**config.mk**
```make
export PLATFORM = sky130hd
export DESIGN_NAME = detect_seq_ctrl
export DESIGN_NICKNAME = d
export VERILOG_FILES = /design/src/rtl/detect_pkg.sv /design/src/rtl/piso_shift.sv /design/src/rtl/detect_seq_ctrl.sv
export SDC_FILE = /design/constraint.sdc
export NUM_CORES = 1
export LEC_CHECK = 0
export ABC_AREA = 1
export ABC_CLOCK_PERIOD_IN_PS = 2470
export CELL_PAD_IN_SITES_DETAIL_PLACEMENT = 0
export CELL_PAD_IN_SITES_GLOBAL_PLACEMENT = 1
export CORE_MARGIN = 2
export CORE_UTILIZATION = 40
export DETAILED_ROUTE_END_ITERATION = 10
export PLACE_DENSITY = 0.95
export SYNTH_ARGS = -nofsm -noshare
export SYNTH_HDL_FRONTEND = slang
export SYNTH_SLANG_ARGS = --single-unit
export TNS_END_PERCENT = 20
```
**constraint.sdc**
```tcl
create_clock -name clk -period 2.47 [get_ports clk]
set_clock_uncertainty 0.15 [all_clocks]
set_input_delay 0.6175 -clock clk [delete_from_list [all_inputs] [get_ports clk]]
set_output_delay 0.6175 -clock clk [all_outputs]
set_load 0.02 [all_outputs]
```
**src/rtl/detect_pkg.sv**
```systemverilog
// detect_pkg: shared types and constants for the 1101 detector sequencer
// Contents: controller state encoding, default flush length, detected pattern.
package detect_pkg;
   typedef enum logic [1:0] {
      IDLE  = 2'd0,
      FLUSH = 2'd1,
      SHIFT = 2'd2,
      DONE  = 2'd3
   } ctrl_state_t;
   localparam int DEF_FLUSH_CYCLES = 3;
   localparam logic [3:0] DET_PATTERN = 4'b1101;
endpackage

```
**src/rtl/piso_shift.sv**
```systemverilog
// piso_shift: parallel-load, MSB-first shift register with zero fill
// Ports: clk, n_rst (async active-low), load (takes par_in, wins over shift),
// shift_en (shift left one bit), par_in parallel word, ser_msb current MSB.
module piso_shift #(
   parameter int DATA_WIDTH = 8
) (
   input  logic                  clk,
   input  logic                  n_rst,
   input  logic                  load,
   input  logic                  shift_en,
   input  logic [DATA_WIDTH-1:0] par_in,
   output logic                  ser_msb
);
   logic [DATA_WIDTH-1:0] sh_q, sh_d;
   always_comb
      sh_d = load ? par_in : shift_en ? {sh_q[DATA_WIDTH-2:0], 1'b0} : sh_q;
   always_ff @(posedge clk or negedge n_rst)
      if (!n_rst) sh_q <= '0;
      else sh_q <= sh_d;
   assign ser_msb = sh_q[DATA_WIDTH-1];
endmodule

```
**src/rtl/detect_seq_ctrl.sv**
```systemverilog
// detect_seq_ctrl: feeds a word MSB-first through the 1101 detector and counts hits
// Ports: clk, n_rst (async active-low), start/data_in job request and word,
// busy job in progress, ser_out/ser_valid serial stream to the detector,
// det_in detector output, hit_count/overflow per-job result, done completion pulse.
module detect_seq_ctrl
   import detect_pkg::*;
#(
   parameter int DATA_WIDTH   = 8,
   parameter int FLUSH_CYCLES = DEF_FLUSH_CYCLES,
   parameter int CNT_WIDTH    = 4
) (
   input  logic                  clk,
   input  logic                  n_rst,
   input  logic                  start,
   input  logic [DATA_WIDTH-1:0] data_in,
   output logic                  busy,
   output logic                  ser_out,
   output logic                  ser_valid,
   input  logic                  det_in,
   output logic [CNT_WIDTH-1:0]  hit_count,
   output logic                  overflow,
   output logic                  done
);
   // One counter serves both phases, so size it for the longer one.
   localparam int BW = $clog2(DATA_WIDTH > FLUSH_CYCLES ? DATA_WIDTH : FLUSH_CYCLES);
   ctrl_state_t state_q, state_d;
   logic [BW-1:0] cnt_q, cnt_d;
   logic [CNT_WIDTH-1:0] hit_q, hit_d;
   logic ovf_q, ovf_d;
   logic load, shift_en, ser_msb;
   always_comb begin
      state_d  = state_q;
      cnt_d    = cnt_q;
      hit_d    = hit_q;
      ovf_d    = ovf_q;
      load     = 1'b0;
      shift_en = 1'b0;
      case (state_q)
         IDLE: if (start) begin
            load    = 1'b1;
            hit_d   = '0;
            ovf_d   = 1'b0;
            cnt_d   = BW'(FLUSH_CYCLES - 1);
            state_d = FLUSH;
         end
         FLUSH: begin
            cnt_d   = (cnt_q == '0) ? BW'(DATA_WIDTH - 1) : cnt_q - 1'b1;
            state_d = (cnt_q == '0) ? SHIFT : FLUSH;
         end
         SHIFT: begin
            shift_en = 1'b1;
            // Saturate at all-ones; a hit beyond that only marks overflow.
            if (det_in) begin
               hit_d = (&hit_q) ? hit_q : hit_q + 1'b1;
               ovf_d = ovf_q | (&hit_q);
            end
            cnt_d   = (cnt_q == '0) ? cnt_q : cnt_q - 1'b1;
            state_d = (cnt_q == '0) ? DONE : SHIFT;
         end
         DONE: state_d = IDLE;
      endcase
   end
   always_ff @(posedge clk or negedge n_rst)
      if (!n_rst) begin
         state_q <= IDLE;
         cnt_q   <= '0;
         hit_q   <= '0;
         ovf_q   <= 1'b0;
      end else begin
         state_q <= state_d;
         cnt_q   <= cnt_d;
         hit_q   <= hit_d;
         ovf_q   <= ovf_d;
      end
   piso_shift #(.DATA_WIDTH(DATA_WIDTH)) u_piso (
      .clk      (clk),
      .n_rst    (n_rst),
      .load     (load),
      .shift_en (shift_en),
      .par_in   (data_in),
      .ser_msb  (ser_msb)
   );
   // Outputs decode flops only, never inputs.
   assign busy      = state_q != IDLE;
   assign ser_valid = state_q == SHIFT;
   assign ser_out   = ser_valid & ser_msb;
   assign done      = state_q == DONE;
   assign hit_count = hit_q;
   assign overflow  = ovf_q;
endmodule
```
==> implementation parameters <==
Parameter                              Value

Status
  Result of the run    finished, final reports clean

Global routing
  Initial antenna violation count    0
  Total routing usage reported by global routing    0.1561
  Vias in the first global route    886
  Global-route wire length before repair    3870 µm
  Largest net degree at the start of global routing    19
  Remaining Overflow, GRT    0

Die
  Floorplan die height    roughly 56 µm
  Core area    2686 µm²
  Initial core utilization    0.4099
  Standard-cell rows    19
  Die X    around 56 µm
  Top Ports    21
  Total Die Area    3188 µm²

Synthesis
  Synth Cell Area    between 1000 and 1500 µm²
  Library cell occupying the most area in the post-synthesis netlist    sky130_fd_sc_hd__dfrtp_1
  Most common flop cell mapped by yosys    sky130_fd_sc_hd__dfrtp_1
  FFs w/ async S/R, synth    1.000
  Synthesized area per cell    7.979 µm²
  Synthesized flop and latch total    18
  Sequential share of the synthesized area    0.4091
  Syn. warnings    0
  Post-synth net total    157
  Portion of synthesized cell area occupied by the leading cell type    0.4091
  Number of enable-type register cells in the synthesized netlist    0
  Dominant cells by area after synthesis    sky130_fd_sc_hd__dfrtp_1 (41%), sky130_fd_sc_hd__nand3_1 (13%), sky130_fd_sc_hd__nand2_1 (11%)
  Leading post-synthesis cells by instance count    sky130_fd_sc_hd__nand2_1 (32), sky130_fd_sc_hd__nand3_1 (28), sky130_fd_sc_hd__dfrtp_1 (18), sky130_fd_sc_hd__inv_1 (10), sky130_fd_sc_hd__nor2_1 (9)
  Count of different cell masters after synthesis    23
  Post-Synthesis Cells    ~140
  Leading cell type by number of instances after synthesis    sky130_fd_sc_hd__nand2_1

Clocking
  Post-CTS setup buffer count    0
  Number of gates resized after cts    3
  Bufs on Longest Clock Path    2
  Reg clk slew, reported paths    110 ps
  Number of H-tree branching levels    1
  Clock latency on the worst-skew pair    290 ps
  TritonCTS Sinks    18
  Clock root buffer    sky130_fd_sc_hd__clkbuf_4
  Number of buffers created by CTS    3
  Count of hold-fix buffers inserted at cts    0
  TritonCTS clock tree    done

Critical path
  Data arrival time at the worst-slack endpoint    about 1500 ps
  Sort of element at the start of the critical path    register
  Category of cells accounting for the largest share of critical-path delay    buffers and inverters
  Crit Path Max Fanout    5
  Critical Path, Cell by Cell    inv_1, ha_2, nand2_1, inv_1, dlygate4sd2_1
  Reg2reg start    state_q[0]
  Start-to-end type of the worst setup path    register to primary output
  Critical path data required time    1700 ps
  Crit path top cell by count    sky130_fd_sc_hd__inv_1
  Origin of the worst setup path    state_q[0]
  Worst path slowest cell    sky130_fd_sc_hd__dfrtp_1
  Worst reg-to-reg setup slack    between 500 and 600 ps
  Critical Path Sink Type    primary output
  Delay contributed by the slowest stage of the critical path    420 ps
  WP buf/inv    3

Layout
  Ratio of cells with drive above 1 in the final layout    0.1366
  Nets    182
  Filler-free cell count of the finished design    192
  Layout Utilization    0.5095
  Area grow syn2layout    24.32%
  Antenna diode count    0
  Filler cell count in the final layout    251
  Area occupied by multi-input gates    563.0 µm²
  Register area    450.4 µm²

Routing
  Vias per cell    5.026
  Iteration-0 DRC Markers    32
  Number of vias after detailed routing    about 970
  Final antenna-violating net count    0
  Drt total wl    2237 µm
  Drc violations    0
  Avg WL per Cell    11.65 µm
  DR pass1 iterations    4

Placement
  Detail Placement HPWL    1677 µm
  Count of input and output buffers    20
  Instance count after placement with tap cells included    189
  Placer congestion estimate    0.7362

Worst hold path
  Min-Delay Path Class    register to register
  Startpoint of the worst hold path    u_piso.sh_q[0]

Timing
  Worst slew slack as a fraction of its limit    0.8283
  Min cycle time layout    approximately 2300 ps
  WHS    369.9 ps
  Number of failing setup endpoints in the final timing report    0
  Fmax    between 0.4 and 0.5 GHz
  Setup TNS    0 ps
  Setup repair after global routing missed its margin    false
  Final Cycle Share    0.9288
  Measured slew at the worst slew-check pin    257.2 ps
  Final Max Tran Viols    0
  Final Hold Vio Count    0

Pwr
  Internal Dissipation    792.3 µW
  Switching share of total power    0.4550
  Total net switching power    661.4 µW
  IR Drop Worst-Case VDD    0.7598 mV
  Share of power burned in the clock network    0.101
  Combinational cell fraction of total power    0.571
  Leakage dissipation    0.6857 nW
  Power density of the placed cells    1062 nW/µm²
  Sequential share of power    0.327

Flow run
  Maximum capacitance violations    0
==> power groups by stage <==
stage               clock network [mW]  registers (mW)  logic, mW
finish                           0.147           0.476      0.831
global route                     0.166           0.487      0.952
detailed placement                   0           0.481      0.841
CTS                              0.158           0.474      0.840
floorplan                            0           0.478      0.622
global placement                     0           0.474      0.820
==> per-layer routing <==
layer  GRT usage  vias to the layer above  part of all wire  wire length, µm
met5           0                        -                 0                0
met4     0.05442                        0             0.014               31
met3     0.03687                        4             0.030               66
met2      0.2558                       11              0.49             1102
met1      0.2006                      450              0.46             1037
li1            -                      500                 -                -
==> flip-flops by register name (all words and copies together) (netlist names), named ones only <==
name,flops
cnt_q,3
hit_count,4
overflow,1
state_q,1
u_piso.sh_q,8
==> kinds of logic (layout without fill, tap and decap cells) <==
| kind of cell | Yosys count | count (layout) | synth area share |
|---|---|---|---|
| fa+ha+maj | 7 | 7 | 0.07954 |
| buf+inv | 20 | 43 | 0.08181 |
| compound gates | 12 | 12 | 0.06022 |
| simple gates | 81 | 81 | 0.3693 |
| flops | 18 | 18 | 0.4091 |
==> cell type report <==
cell class | count | area share
clock buffer | 3 | 0.01645
timing repair buffer | 25 | 0.1737
sequential | 18 | 0.3291
inverter | 15 | 0.04113
multi-input combinational | 100 | 0.4113
tap | 31 | 0.02834
==> final timing paths <==
kind,to,depth (start not counted)
min,u_piso.sh_q[0],2
min in group asynchronous,u_piso.sh_q[2],2
max reg2reg,hit_count[3],9
max in group asynchronous,u_piso.sh_q[6],2
min reg2reg,u_piso.sh_q[0],2
max,ser_out,5
==> per-stage QoR <==
step	instance area, µm²	power [mW]	worst slack (ps)
finish	1369	1.454	175.9
global route	1369	1.606	55.31
CTS	1366	1.472	40.81
detailed placement	1344	1.321	201.2
global placement	1344	1.294	249.5
floorplan	1101	1.100	425.9
==> cells in the final DEF, fill, tap and decap left out, drive strengths merged <==
cell type       n
dlygate4sd2     2
nor2           11
ha              7
clkdlybuf4s50  17
a21oi           3
dfrtp          18
clkinv          1
clkbuf          3
nand2          36
dlymetal6s2s    1
o21ai           7
or2             1
nand3          29
a31oi           1
o22ai           1
nand4           3
buf             5
inv            14
nor3b           1
==> worst reg2reg max path: stages (launching register included) <==
cell	delay, ps
sky130_fd_sc_hd__dfrtp_1	420
sky130_fd_sc_hd__inv_1	140
sky130_fd_sc_hd__ha_2	240
sky130_fd_sc_hd__buf_4	190
sky130_fd_sc_hd__inv_2	140
sky130_fd_sc_hd__o21ai_2	240
sky130_fd_sc_hd__nand2_4	90
sky130_fd_sc_hd__nor2_4	130
sky130_fd_sc_hd__nand2_1	60
sky130_fd_sc_hd__nand2_1	60
(Power assumes the default switching activity.)
